`src/rtl/rgb_pkg.sv`:
```
// Shared definitions for the RGB LED driver channels.
package rgb_pkg;

  localparam int PWM_W = 16;

  typedef logic [PWM_W-1:0] pwm_val_t;

endpackage

```
`src/rtl/rgb_pwm_channel_if.sv`:
```
// Setting/output bundle for one RGB PWM channel: the controller drives the settings, the channel drives the outputs.
interface rgb_pwm_channel_if
  import rgb_pkg::*;
#(
  parameter int WIDTH = PWM_W
);

  logic [WIDTH-1:0] countmax;
  logic [WIDTH-1:0] hivalue;
  logic             outpulse;
  logic             nopulse;

  modport master (
    output countmax,
    output hivalue,
    input  outpulse,
    input  nopulse
  );

  modport slave (
    input  countmax,
    input  hivalue,
    output outpulse,
    output nopulse
  );

endinterface

```
`src/rtl/pwm_period_counter.sv`:
```
// Period counter with double-buffered period/high-time shadows.
// The shadows reload only at a period boundary, so mid-period setting changes cannot glitch the output.
module pwm_period_counter
  import rgb_pkg::*;
#(
  parameter int WIDTH = PWM_W
) (
  input  logic             clk,
  input  logic             reset,
  input  logic [WIDTH-1:0] i_countmax,
  input  logic [WIDTH-1:0] i_hivalue,
  output logic [WIDTH-1:0] o_cnt,
  output logic [WIDTH-1:0] o_per_q,
  output logic [WIDTH-1:0] o_hi_q
);

  logic [WIDTH-1:0] r_cnt;
  logic [WIDTH-1:0] r_per_q;
  logic [WIDTH-1:0] r_hi_q;
  logic             w_boundary;

  // A zero period counts as a boundary on every cycle so new settings are picked up at once.
  always_comb begin
    w_boundary = 1'b0;
    if (r_per_q == {WIDTH{1'b0}}) begin
      w_boundary = 1'b1;
    end else if (r_cnt == (r_per_q - WIDTH'(1))) begin
      w_boundary = 1'b1;
    end else begin
      w_boundary = 1'b0;
    end
  end

  // Counter advance and shadow load at the period boundary.
  always_ff @(posedge clk or negedge reset) begin
    if (!reset) begin
      r_cnt   <= {WIDTH{1'b0}};
      r_per_q <= {WIDTH{1'b0}};
      r_hi_q  <= {WIDTH{1'b0}};
    end else if (w_boundary) begin
      r_cnt   <= {WIDTH{1'b0}};
      r_per_q <= i_countmax;
      r_hi_q  <= i_hivalue;
    end else begin
      r_cnt   <= r_cnt + WIDTH'(1);
    end
  end

  assign o_cnt   = r_cnt;
  assign o_per_q = r_per_q;
  assign o_hi_q  = r_hi_q;

endmodule

```
`src/rtl/rgb_pwm_channel.sv`:
```
// Single-colour PWM channel: period counter plus a registered compare stage
// producing the PWM output and a flag for settings that yield a constant level.
module rgb_pwm_channel
  import rgb_pkg::*;
#(
  parameter int WIDTH = PWM_W
) (
  input  logic          clk,
  input  logic          reset,
  rgb_pwm_channel_if.slave bus
);

  logic [WIDTH-1:0] w_cnt;
  logic [WIDTH-1:0] w_per_q;
  logic [WIDTH-1:0] w_hi_q;
  logic             w_pulse_next;
  logic             w_nopulse_next;
  logic             r_outpulse;
  logic             r_nopulse;

  pwm_period_counter #(
    .WIDTH (WIDTH)
  ) u_counter (
    .clk        (clk),
    .reset      (reset),
    .i_countmax (bus.countmax),
    .i_hivalue  (bus.hivalue),
    .o_cnt      (w_cnt),
    .o_per_q    (w_per_q),
    .o_hi_q     (w_hi_q)
  );

  // High time >= period saturates to a constant high, which also counts as "no pulse".
  always_comb begin
    w_pulse_next   = 1'b0;
    w_nopulse_next = 1'b1;
    if (w_per_q == {WIDTH{1'b0}}) begin
      w_pulse_next   = 1'b0;
      w_nopulse_next = 1'b1;
    end else begin
      w_pulse_next   = (w_cnt < w_hi_q);
      w_nopulse_next = (w_hi_q == {WIDTH{1'b0}}) || (w_hi_q >= w_per_q);
    end
  end

  // Output registers; reset holds the output low and flags no pulse.
  always_ff @(posedge clk or negedge reset) begin
    if (!reset) begin
      r_outpulse <= 1'b0;
      r_nopulse  <= 1'b1;
    end else begin
      r_outpulse <= w_pulse_next;
      r_nopulse  <= w_nopulse_next;
    end
  end

  assign bus.outpulse = r_outpulse;
  assign bus.nopulse  = r_nopulse;

endmodule

```
`src/flat_wrapper.sv`:
```
// flat-port wrapper written by rule: the top's interface ports become plain ports
module rgb_pwm_channel_flat import rgb_pkg::*;
#(
  parameter int WIDTH = PWM_W
)
  (clk, reset, bus_countmax, bus_hivalue, bus_outpulse, bus_nopulse);
  rgb_pwm_channel_if #(.WIDTH(WIDTH)) bus_i ();
  input  logic clk;
  input  logic reset;
  input wire logic [$bits(bus_i.countmax)-1:0] bus_countmax;
  input wire logic [$bits(bus_i.hivalue)-1:0] bus_hivalue;
  output wire logic [$bits(bus_i.outpulse)-1:0] bus_outpulse;
  output wire logic [$bits(bus_i.nopulse)-1:0] bus_nopulse;
  assign bus_i.countmax = bus_countmax;
  assign bus_i.hivalue = bus_hivalue;
  assign bus_outpulse = bus_i.outpulse;
  assign bus_nopulse = bus_i.nopulse;
  rgb_pwm_channel #(.WIDTH(WIDTH)) u_core (.clk(clk), .reset(reset), .bus(bus_i));
endmodule
```
`config.mk`:
```
export PLATFORM = sky130hd
export DESIGN_NAME = rgb_pwm_channel_flat
export DESIGN_NICKNAME = d
export VERILOG_FILES = /design/src/rtl/rgb_pkg.sv /design/src/rtl/rgb_pwm_channel_if.sv /design/src/rtl/pwm_period_counter.sv /design/src/rtl/rgb_pwm_channel.sv /design/src/flat_wrapper.sv
export SDC_FILE = /design/constraint.sdc
export NUM_CORES = 1
export LEC_CHECK = 0
export ABC_AREA = 1
export CAP_MARGIN = 20
export CORE_MARGIN = 10
export CORE_UTILIZATION = 45
export DETAILED_ROUTE_END_ITERATION = 12
export PLACE_DENSITY = 0.77
export SYNTH_ARGS = -nofsm -noshare
export SYNTH_HDL_FRONTEND = slang
export SYNTH_HIERARCHICAL = 1
export SYNTH_SLANG_ARGS = --single-unit
```
`constraint.sdc`:
```
create_clock -name clk -period 1.9 [get_ports clk]
set_input_delay 0.19 -clock clk [delete_from_list [all_inputs] [get_ports clk]]
set_output_delay 0.19 -clock clk [all_outputs]
set_load 0.02 [all_outputs]
```
After elaboration in Yosys (flattened, before gate mapping)
Index checks and enable logic that the tools add are counted.
{"block": "classes", "order_cmp": 2, "n_addsub": 2, "div": 0, "n_eq_ne": 1, "mux": 5, "multipliers": 0, "reduce_logical": 3, "bitwise": 0, "shift": 0}
{"operator": "zero test 16 bit", "n": 2}
{"operator": "adder 16 x 1 -> 16 bit (second input constant)", "n": 1}
{"operator": "== test 16 bit", "n": 1}
{"operator": ">= comparator 16 bit", "n": 1}
{"operator": "less-than comparator 16 bit", "n": 1}
{"operator": "two-way mux 16 bit", "n": 1}
{"operator": "subtractor 16 x 1 -> 16 bit (second input constant)", "n": 1}
{"operator": "two-way mux 1 bit", "n": 4}
{"operator": "logical OR 1 bit", "n": 1}
{"block": "totals", "ram_bits": 0, "mem_count": 0, "inputBits": 34, "rom_bits": 0, "wordCells": 18, "latch_bits": 0, "output_inout_bits": 2, "ff_bits": 50}

Depth between registers and ports, before layout
{"block": "depth", "ltp_word": 5, "mapped_depth": 16, "ltp_nobuf": 14}

By module
The synthesis kept the hierarchy.
{"mod": "pwm_period_counter", "instances": 1, "area_each_um2": 2623.8, "cells_per_inst": 350, "seq_area_each_um2": 1201.2}
{"mod": "rgb_pwm_channel", "instances": 1, "area_each_um2": 980.9, "cells_per_inst": 159, "seq_area_each_um2": 51.3}

Worst setup path after synthesis
Ideal clock, no wire load.
{"block": "synth_timing", "path_kind": "flip-flop to flip-flop", "start": "register u_core.u_counter.r_per_q[0], in the netlist u_core/u_counter/o_per_q[0]", "end": "register u_core.u_counter.r_cnt[12], in the netlist u_core/u_counter/o_cnt[12]", "path_buffers": 2, "setup_slack_ns": -0.107, "t_required_ns": 1.780, "arrival_time_ns": 1.888, "period_less_slack_ns": 2.007, "setup_time_ns": 0.120, "stages_incl_launch_ff": 16, "path_cell_list": "dfrtp_1 > inv_1 > ha_1 > nand2_1 > nor2_2 > nand2_1 > nand2_1 > nand2_1 > nand2_1 > nand3_1 > nor2_1 > nand3_2 > nand2_1 > buf_6 > buf_4 > nor2_1"}
{"block": "synth_via", "elab_chain_len": 5, "elab_cells_between_ends": 6, "classes_between": "1 x add/sub; 1 x eq/ne; 3 x mux; 1 x reduce/logical"}
{"item": "from (decl)", "line_no": "pwm_period_counter.sv:18", "text": "logic [WIDTH-1:0] r_per_q;"}
{"item": "from (signal assigned)", "line_no": "pwm_period_counter.sv:38", "text": "r_per_q <= {WIDTH{1'b0}};"}
{"item": "from (signal assigned)", "line_no": "pwm_period_counter.sv:42", "text": "r_per_q <= i_countmax;"}
{"item": "subtractor 16 x 1 -> 16 bit", "line_no": "pwm_period_counter.sv:27", "text": "end else if (r_cnt == (r_per_q - WIDTH'(1))) begin"}
{"item": "== test 16 bit", "line_no": "pwm_period_counter.sv:27"}
{"item": "two-way mux 1 bit", "line_no": "pwm_period_counter.sv:27"}
{"item": "two-way mux 1 bit *", "line_no": "pwm_period_counter.sv:25", "text": "if (r_per_q == {WIDTH{1'b0}}) begin"}
{"item": "two-way mux 16 bit *", "line_no": "pwm_period_counter.sv:40", "text": "end else if (w_boundary) begin"}
{"item": "to (signal assigned)", "line_no": "pwm_period_counter.sv:37", "text": "r_cnt <= {WIDTH{1'b0}};"}
{"item": "to (signal assigned)", "line_no": "pwm_period_counter.sv:41", "text": "r_cnt <= {WIDTH{1'b0}};"}
{"item": "to (signal assigned)", "line_no": "pwm_period_counter.sv:45", "text": "r_cnt <= r_cnt + WIDTH'(1);"}
{"item": "to (decl)", "line_no": "pwm_period_counter.sv:17", "text": "logic [WIDTH-1:0] r_cnt;"}
Mark *: on every way between the ends. The rest lies on a longest branch, timed or not.
A chain may end at the register's enable or synchronous reset.

Final worst setup path
{"block": "layout_timing", "start": "register u_core.u_counter.r_per_q[0], in the netlist u_core/u_counter/o_per_q[0]", "end": "register u_core.u_counter.r_per_q[9], in the netlist u_core/u_counter/o_per_q[9]"}
{"block": "layout_via", "elab_chain_len": 4, "elab_cells_between_ends": 5, "classes_between": "1 x add/sub; 1 x eq/ne; 2 x mux; 1 x reduce/logical"}
{"item": "subtractor 16 x 1 -> 16 bit", "line_no": "pwm_period_counter.sv:27"}
{"item": "== test 16 bit", "line_no": "pwm_period_counter.sv:27"}
{"item": "two-way mux 1 bit", "line_no": "pwm_period_counter.sv:27"}
{"item": "two-way mux 1 bit *", "line_no": "pwm_period_counter.sv:25"}
Marked as above.

==> PnR_summary.wiki <==
{| class="wikitable"
! Metric !! Value
|-
| Clk network pwr share || 0.396
|-
| Number of max-capacitance violations reported || 0
|-
| Global-route usage over all layers || 0.166
|-
| Clk_lat worst skew || 300 ps
|-
| Placed Area || 4350 um^2
|-
| Core area || 7770 um^2
|-
| Sequential cell fraction of total power || 0.555
|-
| Most numerous cell in the Yosys netlist || sky130_fd_sc_hd__nand2_1
|-
| Clock Sink Count || 50
|-
| Setup crit end kind || flop
|-
| Critical Setup Path Class || flop to flop
|-
| Yosys reg bits || 50
|-
| Full die area || 12000 um^2
|-
| Maximum operating frequency || 483 MHz
|-
| Cells after synthesis || 509
|-
| X dimension of the die || 110 um
|-
| Number of vias per cell after detailed routing || 5.13
|-
| Antenna viol nets, final || 0
|-
| Count of input and output buffers || 35
|-
| Number of antenna violations at the first check in global routing || 0
|-
| Number of placed instances, taps included || 672
|-
| Status || finished, violations left
|-
| Register area share after synthesis || 0.347
|-
| Sw power || 0.396 mW
|-
| Data arrival at the endpoint of the critical path || 2310 ps
|-
| Global-route wire length before repair || 16.2 mm
|-
| Number of vias after detailed routing || 3553
|-
| Pin slew with the least headroom to its limit || 599 ps
|-
| Drt total wl || 9.88 mm
|-
| Placement Rows || 32
|-
| Setup WS post-layout || -170 ps
|-
| Post-route standard cell area excluding fillers || 4770 um^2
|-
| Violations in the final reports || negative setup slack
|-
| Nets in the synthesized netlist || 576
|-
| Post-synth top cells || sky130_fd_sc_hd__nand2_1, sky130_fd_sc_hd__inv_1, sky130_fd_sc_hd__nand3_1, sky130_fd_sc_hd__nor2_1, sky130_fd_sc_hd__dfrtp_1
|-
| Min-delay worst type || primary input to flop
|-
| Startpoint of the worst-slack reg-to-reg timing path || u_core/u_counter/o_per_q[0]
|-
| Clk_skew || 5.82 ps
|-
| Maximum fanout along the worst path || 7
|-
| Clk slew on worst S/H paths || 90 ps
|-
| Post-DR wirelength/cell || 14.3 um
|-
| Final hold violations || 0
|-
| Routability congestion estimate || 0.921
|-
| Synth top area cells || sky130_fd_sc_hd__dfrtp_1, sky130_fd_sc_hd__nand2_1, sky130_fd_sc_hd__ha_1, sky130_fd_sc_hd__nand3_1, sky130_fd_sc_hd__inv_1
|-
| Dominant cell type by area after synthesis || sky130_fd_sc_hd__dfrtp_1
|-
| Switching part of the total power || 0.207
|-
| Final Max Tran Viols || 0
|-
| Leakage || 2.59 nW
|-
| Combined area of all synthesized cells || 3600 um^2
|-
| Shortest clock period the worst path allows after layout || 2070 ps
|-
| Startpoint class of the critical path || flop
|-
| Remaining design rule violation count || 0
|-
| Fraction of layout cells with a size suffix above 1 || 0.178
|-
| Worst-case register-to-register setup slack || -170 ps
|-
| Pwr dens || 402 nW/um^2
|-
| Most frequently used flop master after synthesis || sky130_fd_sc_hd__dfrtp_1
|-
| Count of cells along the worst register-to-register path || 12
|-
| Number of synthesized flops with an enable pin || 0
|-
| First element of the critical path || u_core/u_counter/o_per_q[0]
|-
| Cell-internal power || 1.52 mW
|-
| Initial Util || 0.464
|-
| Crit share post-route || 1.09
|-
| CTS tree || built
|-
| Max-slew headroom at the worst pin || 0.601
|-
| Detail Placement HPWL || 7.42 mm
|-
| Overflow left after global routing || 0
|-
| Synthesized area per cell || 7.08 um^2
|-
| Non-filler cells, final || 693
|-
| H-Tree Level Count || 2
|-
| Synth unique cells || 29
|-
| RR Endpoint || u_core/u_counter/o_per_q[9]
|-
| Max clock buf depth || 2
|-
| Number of antenna diodes || 0
|-
| Vias in the first global route || 3525
|-
| Root Buffer Master || sky130_fd_sc_hd__clkbuf_8
|-
| Top cell type's share of synthesized area || 0.340
|-
| Worst setup path endpoint || u_core/u_counter/o_per_q[9]
|-
| Worst voltage drop across the vdd grid || 0.329 mV
|-
| Router iterations before antenna repair || 5
|-
| Fill cell total of the finished layout || 676
|-
| Pin count of the biggest net entering global routing || 33
|-
| Starting DRT DRC Count || 197
|-
| Final core utilization || 0.615
|-
| Unrepaired setup endpoints after global routing || yes
|-
| Sum of negative setup slack || -6480 ps
|-
| Data required time of the critical path || 2140 ps
|-
| Synth async-reset ratio || 1.00
|-
| Proportion of power drawn by combinational gates || 0.050
|-
| Final Setup Violations || 48
|-
| Height of the die || 110 um
|-
| Number of warning messages in the yosys log || 6
|-
| Layout area overhead || 32.4%
|-
| Top-level I/O count || 36
|-
| Fin nets || 657
|-
| Total clock buffers created by CTS || 5
|}
[layer usage]
layer | vias up | global-route usage | wire length [um]
li1 | 1754 | - | -
met1 | 1668 | 0.219 | 4330
met2 | 114 | 0.275 | 4860
met3 | 17 | 0.0217 | 475
met4 | 0 | 0.0511 | 216
met5 | - | 0 | 0
[cell families (layout without fill, tap and decap cells)]
group / count (synthesis) / after routing / share of synthesized area
compound gates: 21 / 21 / 0.0316
fa+ha+maj: 33 / 33 / 0.115
buf+inv: 88 / 170 / 0.0975
flops: 50 / 50 / 0.347
simple gates: 293 / 293 / 0.347
xor+xnor: 24 / 24 / 0.0621
[worst min-delay path by stage]
stage                                start                            to  slack, ps  cells past startpoint
after detailed placement             reset    u_core/u_counter/o_hi_q[0]        230                      1
final                     bus_countmax[15]  u_core/u_counter/o_per_q[15]        400                      3
after floorplan                      reset           u_core/bus.outpulse       -110                      0
after CTS                   bus_hivalue[5]    u_core/u_counter/o_hi_q[5]        390                      3
after global placement               reset   u_core/u_counter/o_per_q[0]        230                      1
after global routing       bus_hivalue[10]   u_core/u_counter/o_hi_q[10]        420                      3
[cell type report]
cell class | instances | area [um^2] | share of cell area
timing repair buffer | 85 | 838 | 0.176
tap | 102 | 128 | 0.0267
clock inverter | 1 | 30.0 | 0.00629
clock buffer | 7 | 76.3 | 0.0160
inverter | 77 | 289 | 0.0606
multi-input combinational | 371 | 2150 | 0.451
sequential | 50 | 1260 | 0.264
[through the flow]
stage / power (mW) / hold WS [ps] / worst slack [ps]
floorplan: 1.08 / -106 / 1.87
global placement: 1.18 / 226 / -132
detailed placement: 1.18 / 229 / -191
CTS: 1.94 / 391 / -150
global route: 1.98 / 417 / -302
finish: 1.92 / 405 / -170
[worst max-delay path, stage by stage (launching register included)]
cell,delay (ps)
sky130_fd_sc_hd__dfrtp_1,400
sky130_fd_sc_hd__inv_2,100
sky130_fd_sc_hd__buf_6,110
sky130_fd_sc_hd__nand2_4,60
sky130_fd_sc_hd__nor2_1,170
sky130_fd_sc_hd__xor2_1,190
sky130_fd_sc_hd__nand2_1,90
sky130_fd_sc_hd__nor3_2,280
sky130_fd_sc_hd__nand3_4,150
sky130_fd_sc_hd__nand2_8,160
sky130_fd_sc_hd__clkbuf_16,190
sky130_fd_sc_hd__nand2_2,50
sky130_fd_sc_hd__nand2_1,50
[power groups by stage]
| stage | sequential [mW] | combinational [mW] | clock (mW) |
|---|---|---|---|
| floorplan | 1.08 | 0.00000107 | 0 |
| global placement | 1.08 | 0.0924 | 0 |
| detailed placement | 1.08 | 0.0938 | 0 |
| CTS | 1.06 | 0.0959 | 0.780 |
| global route | 1.06 | 0.105 | 0.810 |
| finish | 1.06 | 0.0958 | 0.758 |
[what timing repair did]
item | CTS | global route
setup endpoints to repair | 48 | 48
endpoints found under the hold margin | 25 | 0
pin swaps | 13 | 6
gates resized for setup | 13 | 38
buffers inserted | 7 | 2
hold buffers | 1 | 0
cloned | 1 | 3
[cell usage in the layout, fill, tap and decap left out, types with 12 or more instances in the layout]
cell type	n
sky130_fd_sc_hd__xor2_1	15
sky130_fd_sc_hd__nand3_1	56
sky130_fd_sc_hd__inv_1	74
sky130_fd_sc_hd__ha_1	32
sky130_fd_sc_hd__dfrtp_1	43
sky130_fd_sc_hd__a21oi_1	12
sky130_fd_sc_hd__nand2_1	141
sky130_fd_sc_hd__nand2_2	13
sky130_fd_sc_hd__nor2_1	44
sky130_fd_sc_hd__clkdlybuf4s50_1	34
sky130_fd_sc_hd__buf_4	37
[flip-flops by register name, summed over array words and instances, names as in the netlist]
name,cells
u_core/u_counter/o_per_q,16
u_core/u_counter/o_cnt,16
u_core/bus.outpulse,1
u_core/bus.nopulse,1
u_core/u_counter/o_hi_q,16
Note: power is estimated with default switching activity, not from simulation.
